$ cat src/rtl/reg_desp_pkg.sv
// Shared mode encodings and FSM state type for the parametrised universal shift register.
package reg_desp_pkg;

   localparam logic [2:0] MODO_HOLD  = 3'b000;
   localparam logic [2:0] MODO_LOAD  = 3'b001;
   localparam logic [2:0] MODO_SHIFT = 3'b010;
   localparam logic [2:0] MODO_ROT   = 3'b011;
   localparam logic [2:0] MODO_SHN   = 3'b100;
   localparam logic [2:0] MODO_ROTN  = 3'b101;
   localparam logic [2:0] MODO_ASHR  = 3'b110;
   localparam logic [2:0] MODO_BURST = 3'b111;

   typedef enum logic {
      IDLE = 1'b0,
      RUN  = 1'b1
   } state_t;

endpackage

$ cat src/rtl/reg_desp_if.sv
// Control/data bundle of the shift register; master drives commands, slave returns state.
interface reg_desp_if #(
   parameter  int WIDTH = 32,
   localparam int SHW   = $clog2(WIDTH)
);

   logic             enb;
   logic             dir;
   logic             sIn;
   logic [2:0]       modo;
   logic [SHW-1:0]   shamt;
   logic [WIDTH-1:0] D;
   logic             start;
   logic [WIDTH-1:0] Q;
   logic             sOut;
   logic             busy;
   logic             done;

   modport master (
      output enb, dir, sIn, modo, shamt, D, start,
      input  Q, sOut, busy, done
   );

   modport slave (
      input  enb, dir, sIn, modo, shamt, D, start,
      output Q, sOut, busy, done
   );

endinterface

$ cat src/rtl/reg_desp_shifter.sv
// Purely combinational next-Q for the shift/rotate modes; other modes pass Q through.
module reg_desp_shifter
   import reg_desp_pkg::*;
#(
   parameter  int WIDTH = 32,
   localparam int SHW   = $clog2(WIDTH)
) (
   input  logic [WIDTH-1:0] i_q,
   input  logic             i_dir,
   input  logic             i_sin,
   input  logic [SHW-1:0]   i_shamt,
   input  logic [2:0]       i_modo,
   output logic [WIDTH-1:0] o_q
);

   logic [2*WIDTH-1:0] w_dbl_l;
   logic [2*WIDTH-1:0] w_dbl_r;

   // Rotating the doubled word avoids a WIDTH-shamt term that breaks at shamt=0.
   assign w_dbl_l = {i_q, i_q} << i_shamt;
   assign w_dbl_r = {i_q, i_q} >> i_shamt;

   // NOTE: o_q gets a default before the case so no path leaves it unassigned (no latch).
   always_comb begin
      o_q = i_q;
      case (i_modo)
         MODO_SHIFT: o_q = i_dir ? {i_sin, i_q[WIDTH-1:1]} : {i_q[WIDTH-2:0], i_sin};
         MODO_ROT:   o_q = i_dir ? {i_q[0], i_q[WIDTH-1:1]} : {i_q[WIDTH-2:0], i_q[WIDTH-1]};
         MODO_SHN:   o_q = i_dir ? (i_q >> i_shamt) : (i_q << i_shamt);
         MODO_ROTN:  o_q = i_dir ? w_dbl_r[WIDTH-1:0] : w_dbl_l[2*WIDTH-1:WIDTH];
         MODO_ASHR:  o_q = WIDTH'($signed(i_q) >>> i_shamt);
         default:    o_q = i_q;
      endcase
   end

endmodule

$ cat src/rtl/reg_desp_param.sv
// Universal shift register with hold/load/shift/rotate modes and a self-timed WIDTH-bit serial burst.
module reg_desp_param
   import reg_desp_pkg::*;
#(
   parameter  int WIDTH = 32,
   localparam int SHW   = $clog2(WIDTH)
) (
   input  logic       clk,
   input  logic       rst_n,
   reg_desp_if.slave  bus
);

   state_t           r_state;
   logic [WIDTH-1:0] r_q;
   logic [SHW:0]     r_cnt;
   logic             r_busy;
   logic             r_done;

   state_t           w_state_nxt;
   logic [WIDTH-1:0] w_q_nxt;
   logic [SHW:0]     w_cnt_nxt;
   logic             w_busy_nxt;
   logic             w_done_nxt;
   logic [2:0]       w_shift_modo;
   logic [WIDTH-1:0] w_shift_q;

   // A running burst always does a plain 1-bit shift, whatever modo says.
   assign w_shift_modo = (r_state == RUN) ? MODO_SHIFT : bus.modo;

   reg_desp_shifter #(.WIDTH(WIDTH)) u_shifter (
      .i_q     (r_q),
      .i_dir   (bus.dir),
      .i_sin   (bus.sIn),
      .i_shamt (bus.shamt),
      .i_modo  (w_shift_modo),
      .o_q     (w_shift_q)
   );

   always_comb begin
      w_state_nxt = r_state;
      w_q_nxt     = r_q;
      w_cnt_nxt   = r_cnt;
      w_busy_nxt  = r_busy;
      w_done_nxt  = 1'b0;
      if (bus.enb) begin
         case (r_state)
            IDLE: begin
               case (bus.modo)
                  MODO_LOAD: w_q_nxt = bus.D;
                  MODO_SHIFT, MODO_ROT, MODO_SHN, MODO_ROTN, MODO_ASHR: w_q_nxt = w_shift_q;
                  MODO_BURST: begin
                     if (bus.start) begin
                        w_state_nxt = RUN;
                        w_cnt_nxt   = (SHW+1)'(WIDTH);
                        w_busy_nxt  = 1'b1;
                     end
                  end
                  default: w_q_nxt = r_q;
               endcase
            end
            RUN: begin
               w_q_nxt   = w_shift_q;
               w_cnt_nxt = r_cnt - (SHW+1)'(1);
               if (r_cnt == (SHW+1)'(1)) begin
                  w_state_nxt = IDLE;
                  w_busy_nxt  = 1'b0;
                  w_done_nxt  = 1'b1;
               end
            end
            default: w_state_nxt = IDLE;
         endcase
      end
   end

   // NOTE: state registers use non-blocking assignments so every flop samples pre-edge values.
   always_ff @(posedge clk or negedge rst_n) begin
      if (!rst_n) begin
         r_state <= IDLE;
         r_q     <= '0;
         r_cnt   <= '0;
         r_busy  <= 1'b0;
         r_done  <= 1'b0;
      end else begin
         r_state <= w_state_nxt;
         r_q     <= w_q_nxt;
         r_cnt   <= w_cnt_nxt;
         r_busy  <= w_busy_nxt;
         r_done  <= w_done_nxt;
      end
   end

   assign bus.Q    = r_q;
   assign bus.sOut = bus.dir ? r_q[0] : r_q[WIDTH-1];
   assign bus.busy = r_busy;
   assign bus.done = r_done;

endmodule
$ cat src/flat_wrapper.sv
// flat-port wrapper written by rule: the top's interface ports become plain ports
module reg_desp_param_flat import reg_desp_pkg::*;
#(
   parameter  int WIDTH = 32,
   localparam int SHW   = $clog2(WIDTH)
)
  (clk, rst_n, bus_enb, bus_dir, bus_sIn, bus_modo, bus_shamt, bus_D, bus_start, bus_Q, bus_sOut, bus_busy, bus_done);
  reg_desp_if #(.WIDTH(WIDTH)) bus_i ();
  input  logic clk;
  input  logic rst_n;
  input wire logic [$bits(bus_i.enb)-1:0] bus_enb;
  input wire logic [$bits(bus_i.dir)-1:0] bus_dir;
  input wire logic [$bits(bus_i.sIn)-1:0] bus_sIn;
  input wire logic [$bits(bus_i.modo)-1:0] bus_modo;
  input wire logic [$bits(bus_i.shamt)-1:0] bus_shamt;
  input wire logic [$bits(bus_i.D)-1:0] bus_D;
  input wire logic [$bits(bus_i.start)-1:0] bus_start;
  output wire logic [$bits(bus_i.Q)-1:0] bus_Q;
  output wire logic [$bits(bus_i.sOut)-1:0] bus_sOut;
  output wire logic [$bits(bus_i.busy)-1:0] bus_busy;
  output wire logic [$bits(bus_i.done)-1:0] bus_done;
  assign bus_i.enb = bus_enb;
  assign bus_i.dir = bus_dir;
  assign bus_i.sIn = bus_sIn;
  assign bus_i.modo = bus_modo;
  assign bus_i.shamt = bus_shamt;
  assign bus_i.D = bus_D;
  assign bus_i.start = bus_start;
  assign bus_Q = bus_i.Q;
  assign bus_sOut = bus_i.sOut;
  assign bus_busy = bus_i.busy;
  assign bus_done = bus_i.done;
  reg_desp_param #(.WIDTH(WIDTH)) u_core (.clk(clk), .rst_n(rst_n), .bus(bus_i));
endmodule
$ cat config.mk
export PLATFORM = sky130hd
export DESIGN_NAME = reg_desp_param_flat
export DESIGN_NICKNAME = d
export VERILOG_FILES = /design/src/rtl/reg_desp_pkg.sv /design/src/rtl/reg_desp_if.sv /design/src/rtl/reg_desp_shifter.sv /design/src/rtl/reg_desp_param.sv /design/src/flat_wrapper.sv
export SDC_FILE = /design/constraint.sdc
export NUM_CORES = 1
export LEC_CHECK = 0
export CORE_ASPECT_RATIO = 1.5
export CORE_MARGIN = 2
export CORE_UTILIZATION = 40
export CTS_BUF_LIST = sky130_fd_sc_hd__clkbuf_8
export DETAILED_ROUTE_END_ITERATION = 6
export GPL_TIMING_DRIVEN = 1
export SLEW_MARGIN = 40
export SYNTH_ARGS = -nofsm -noshare
export SYNTH_HDL_FRONTEND = slang
export SYNTH_SLANG_ARGS = --single-unit
$ cat constraint.sdc
create_clock -name clk -period 5.2 [get_ports clk]
set_input_delay 1.04 -clock clk [delete_from_list [all_inputs] [get_ports clk]]
set_output_delay 1.04 -clock clk [all_outputs]
set_load 0.005 [all_outputs]
==> results of run 1 <==
==> routing by layer <==
layer,global-route usage (%),vias up
li1,-,4510
met3,17.0,441
met4,34.2,4
met5,0,-
met1,58.4,5652
met2,66.6,1285
==> power by group through the flow <==
stage / registers [mW] / logic [mW] / clock network, mW
detailed placement: 1.14 / 3.92 / 0
floorplan: 0.674 / 2.50 / 0
global placement: 1.13 / 3.97 / 0
finish: 1.23 / 4.19 / 0.252
CTS: 1.13 / 3.95 / 0.241
global route: 1.17 / 4.26 / 0.257
==> path summary, 6_finish.rpt <==
check / start / to / slack, ns / depth (start not counted)
max: bus_dir / bus_sOut / 1.44 / 4
min: u_core.bus.busy / u_core.bus.busy / 0.54 / 2
max reg2reg: u_core.bus.Q[10] / u_core.bus.Q[14] / 1.91 / 6
min reg2reg: u_core.bus.busy / u_core.bus.busy / 0.54 / 2
max in group asynchronous: rst_n / u_core.bus.Q[19] / 3.86 / 2
min in group asynchronous: rst_n / u_core.bus.Q[22] / 0.79 / 2
==> cell usage after synthesis (21+ instances only) <==
library cell and n:
o21ai_0 77, dfrtp_1 41, or3_1 24, nor3_1 21
nand3_1 25, o211ai_1 27, mux4_2 111, nor2_1 91
a31oi_1 28, clkbuf_1 96, a211oi_1 22, buf_2 23
a21oi_1 46, nand2_1 87, mux2_2 48, mux2i_1 92
==> stage by stage <==
step                      util (%)  cell area, µm²
after floorplan                  -            9680
after global placement        45.4           10800
after detailed placement      45.4           10800
after CTS                     45.8           10900
after global routing          45.8           10900
final                         45.9           10900
==> kinds of logic after synthesis <==
kind of cell / Yosys count / synth area share [%]
AO/OA/AOI/OAI: 337 / 23.7
buffers and inverters: 156 / 7.16
AND/OR/NAND/NOR: 333 / 16.8
adder cells (fa/ha/maj): 2 / 0.258
XOR/XNOR: 3 / 0.271
multiplexers: 252 / 41.2
flip-flops: 41 / 10.6
==> flip-flops by register name, indices dropped and copies added (netlist names) <==
name and flops:
u_core.bus.Q 32, u_core.bus.done 1, u_core.r_state 1, u_core.r_cnt 6, u_core.bus.busy 1
==> worst register-to-register path, delay by kind of cell (launching register included) <==
kind / cells / cell delay (ns)
DFF: 1 / 0.76
AOI/OAI and AO/OA: 1 / 0.12
and+or+nand+nor: 3 / 0.92
muxes: 2 / 1.35
==> final cells by class <==
cell class / instances / area, µm² / share of cell area (%)
inverters: 11 / 41.3 / 0.379
clock buffers: 5 / 68.8 / 0.632
repair buffers: 152 / 1330 / 12.2
diodes: 4 / 10.0 / 0.0919
flip-flops and latches: 41 / 1040 / 9.51
well taps: 319 / 399 / 3.66
clock inverters: 2 / 8.76 / 0.0804
multi-input cells: 927 / 8000 / 73.4
==> flow_summary_export.csv, run 1 <==
group,metric,value,unit
route,met1_length,20.1,mm
global_route,grt_pass1_vias,11400,
floorplanning,std_cell_rows,69,
place,hpwlAfterDp,40.6,mm
yosys,synth_edf_count,0,
route,drc,0,
timing,slew_viol_final,0,
setup_path,cp-end-kind,"output pin",
setup_path,crit_type,"primary input to output pin",
global_route,grt_max_degree,77,
route,viasPerCell,8.14,
route,drtPass1Iterations,7,
yosys,yosys.area.top_type_share,25.8,%
status,outcome,"complete, no violations",
yosys,synth-seq-cells,41,
setup_path,cp.required,4.16,ns
floorplanning,die_width,131,µm
final_layout,layout_commonest_cell,"mux4_2",
route,met2WireLength,24.8,mm
route,drt_iter0_markers,2332,
setup_path,slowest_delay,0.53,ns
clock_network,clk_pin_slew,0.09,ns
floorplanning,start_util,40.8,%
final_layout,fin_cells,1461,
floorplanning,coreArea,23700,µm²
floorplanning,die_area,25500,µm²
timing,setup_violations,0,
route,wl_met3,8.86,mm
power,p_comb_share,73.8,%
clock_network,clock_latency,0.37,ns
power,powerDensity,521,nW/µm²
timing,hold_viol_final,0,
yosys,synth_cells,1124,
yosys,synth_ff_type,"dfrtp_1",
timing,fin_crit_sh,72.3,%
setup_path,worst-path-max-fanout,41,
clock_network,cts_tree,"built",
route,wl,60.1,mm
place,io_buffers,80,
power,pwr-share-clk,4.4,%
timing,fin_ws,1.44,ns
clock_network,clock-sinks,41,
power,seq_power_share,21.7,%
global_route,grt.total_usage,47.2,%
timing,fmax,266,MHz
power,ir_drop,265,µV
yosys,synthArstFlopShare,100,%
setup_path,cp_num_buf_inv,3,
yosys,syn_area,9680,µm²
power,p_total,5.67,mW
route,ant_nets,0,
setup_path,crit_path_start_kind,"primary input",
place,dp.cells,1450,
worst_hold_path,hp-class,"flop to flop",
clock_network,cts_root_buf,"clkbuf_8",
setup_path,crit_slowest_cell,"buf_4",
yosys,yosys_warnings,0,
global_route,overflow,0,
floorplanning,die_y,195,µm
setup_path,worstPathArrival,2.72,ns
place,gp_congestion,1.12,
setup_path,cpMostUsedCell,"buf_4",
route,wl_per_cell,41.1,µm
clock_network,hold_buffers,0,
clock_network,cts_max_level,2,
timing,finalSetupTns,0,ns
yosys,synth_area_leaders,"mux4_2 (26%), dfrtp_1 (11%), mux2i_1 (9.5%), mux2_2 (5.6%), o21ai_0 (4.0%)",
yosys,synth.avg_cell_area,8.61,µm²
final_layout,mostFrequentLayoutCells,"mux4_2 (111), mux2i_1 (91), nor2_1 (90)",
power,internal_power,2.33,mW
final_layout,nets,1186,
clock_network,cts_buffers,5,
place,dp_slack,1.25,ns
final_layout,num-fill-cells,2397,
clock_network,postCtsSetupBuffers,0,
global_route,grt_pass1_wl,84.5,mm
final_layout,area_growth,12.5,%
timing,period_minus_slack,3.76,ns
timing,clock_skew,0.0230,ns
global_route,antenna_found_initial,5,
power,leakage,3.84,nW
setup_path,cp_cell_sequence,"buf_4 > buf_4 > mux2_2 > clkdlybuf4s50_1",
clock_network,cts_resized,0,
yosys,synth_area_leader_cell,"mux4_2",
floorplanning,io_pins,81,
final_layout,drive_above_1_share,23.7,%
timing,hold-worst-slack,0.537,ns
setup_path,critical_path.top_delay_family,"buffers and inverters",
clock_network,cts_max_path_buffers,2,
job,cap_violations,0,
yosys,ys_seq_area_share,10.6,%
route,vias,11900,
power,switchingPower,3.34,mW
yosys,ys_types,78,
power,power.share.switching,58.9,%
route,top_layer,"met5",
timing,max_slew_margin,34.1,%
timing,worst_pin_slew,0.988,ns
yosys,syn_nets,1172,
timing,grt_setup_unrepaired,"false",
No activity file was read; power rests on OpenSTA's default activity.
==> run 2: changes to the inputs <==
clock period = 3.65 ns   (was 5.2 ns; I/O delays follow)
==> flow_summary_export.csv, run 2 (synthesis results as in run 1) <==
group,metric,value,unit
setup_path,critical_path.top_delay_family,"multiplexers",
clock_network,cts_buffers,5,
floorplanning,coreArea,23700,µm²
final_layout,design_area,11600,µm²
setup_path,cp.required,3.92,ns
final_layout,seqCellArea,1030,µm²
route,drt_iter0_markers,2404,
floorplanning,io_pins,81,
timing,grt_setup_unrepaired,"false",
global_route,grt_use_met1,55.6,%
power,ir_drop,365,µV
setup_path,cp-end-kind,"flop",
place,dp.cells,1525,
route,viasPerCell,8.08,
global_route,grt_use_met3,18.8,%
timing,fmax,309,MHz
route,ant_nets,0,
place,io_buffers,80,
clock_network,cts_max_path_buffers,2,
final_layout,num-fill-cells,2320,
place,place_area,11400,µm²
power,switchingPower,4.97,mW
setup_path,reg2reg_depth,7,
power,p_comb_share,74.5,%
status,outcome,"finished, violations left",
setup_path,worst-path-stages,7,
setup_path,cp_cell_sequence,"buf_4 > mux4_2 > mux2i_1 > o21ai_0 > o311ai_0 > buf_4 > a211oi_1",
clock_network,cts_max_level,2,
power,internal_power,3.70,mW
final_layout,nets,1261,
setup_path,cpMostUsedCell,"buf_4",
setup_path,slowest_delay,0.67,ns
setup_path,crit_slowest_cell,"dfrtp_1",
job,cap_violations,0,
global_route,overflow,0,
final_layout,layout_commonest_cell,"buf_4",
clock_network,cts_root_buf,"clkbuf_8",
status,violations,"DRC",
floorplanning,die_width,131,µm
power,leakage,4.26,nW
floorplanning,std_cell_rows,69,
final_layout,multi_input_area,7990,µm²
timing,slew_viol_final,0,
timing,period_minus_slack,3.24,ns
worst_hold_path,hp-class,"primary input to asynchronous set/reset pin",
clock_network,clock_latency,0.38,ns
timing,fin_ws,0.413,ns
floorplanning,die_y,195,µm
global_route,grt_max_degree,62,
final_layout,fin_cells,1537,
timing,worst_pin_slew,0.987,ns
clock_network,postCtsSetupBuffers,0,
power,pwr-share-clk,5.4,%
clock_network,clk_pin_slew,0.12,ns
timing,hold_viol_final,0,
final_layout,post-route-util,48.7,%
global_route,grt_busiest_layer,"met2",
floorplanning,die_area,25500,µm²
clock_network,cts_resized,0,
final_layout,mostFrequentLayoutCells,"buf_4 (142), mux4_2 (111), mux2i_1 (92)",
timing,setup_violations,0,
global_route,grt_pass1_wl,86.5,mm
power,seq_power_share,20.1,%
timing,max_slew_margin,34.2,%
route,drtPass1Iterations,7,
final_layout,area_growth,19.4,%
global_route,grt_use_met2,68.8,%
final_layout,drive_above_1_share,28.1,%
timing,hold-worst-slack,0.309,ns
power,powerDensity,749,nW/µm²
clock_network,cts_tree,"built",
route,wl_per_cell,39.5,µm
power,p_total,8.66,mW
setup_path,worstPathArrival,3.51,ns
timing,finalSetupTns,0,ns
timing,fin_crit_sh,88.7,%
timing,clock_skew,0.0169,ns
clock_network,hold_buffers,0,
floorplanning,start_util,40.8,%
place,dp_slack,0.183,ns
setup_path,worst-path-max-fanout,10,
setup_path,cp_num_buf_inv,2,
final_layout,largest_reg_flops,32,
setup_path,crit_path_start_kind,"flop",
global_route,antenna_found_initial,6,
route,wl,60.8,mm
route,vias,12400,
place,gp_congestion,1.15,
place,hpwlAfterDp,44.2,mm
global_route,grt_pass1_vias,12000,
clock_network,clock-sinks,41,
setup_path,crit_type,"flop to flop",
global_route,grt.total_usage,47.9,%
route,drc,35,
power,power.share.switching,57.3,%
-- run 2: layout make-up --
| type | instances | share of cell area, % |
|---|---|---|
| flip-flops and latches | 41 | 8.89 |
| clock buffers | 5 | 0.595 |
| multi-input cells | 927 | 69.1 |
| repair buffers | 227 | 17.1 |
| inverters | 11 | 0.357 |
| clock inverters | 3 | 0.368 |
| diodes | 4 | 0.0865 |
| well taps | 319 | 3.45 |
-- run 2: layer usage --
layer,vias up,part of all wire [%]
li1,4649,-
met1,5851,31
met2,1383,42
met3,535,16
met4,4,12
met5,-,0.030
-- run 2: final timing paths --
check                                 startpoint  slack [ns]                to
worst min register to register   u_core.r_cnt[0]        0.56   u_core.r_cnt[0]
min in group clk                 u_core.r_cnt[0]        0.56   u_core.r_cnt[0]
max in group asynchronous                  rst_n        2.46  u_core.bus.Q[29]
worst min-delay path                       rst_n        0.31   u_core.r_cnt[5]
worst max-delay path            u_core.bus.Q[17]        0.41  u_core.bus.Q[30]
worst max register to register  u_core.bus.Q[17]        0.41  u_core.bus.Q[30]
-- run 2: power by group through the flow --
| stage | sequential [mW] | clock, mW | combinational [mW] |
|---|---|---|---|
| final | 1.74 | 0.468 | 6.46 |
| after global placement | 1.60 | 0 | 6.07 |
| after floorplan | 0.961 | 0 | 3.56 |
| after CTS | 1.58 | 0.465 | 6.08 |
| after global routing | 1.64 | 0.469 | 6.55 |
| after detailed placement | 1.58 | 0 | 6.05 |
-- run 2: worst register-to-register path, cell delays in order (launching register included) --
cell      delay [ns]
dfrtp_1         0.67
buf_4           0.33
mux4_2          0.47
mux2i_1         0.55
o21ai_0         0.27
o311ai_0        0.56
buf_4           0.21
a211oi_1        0.06
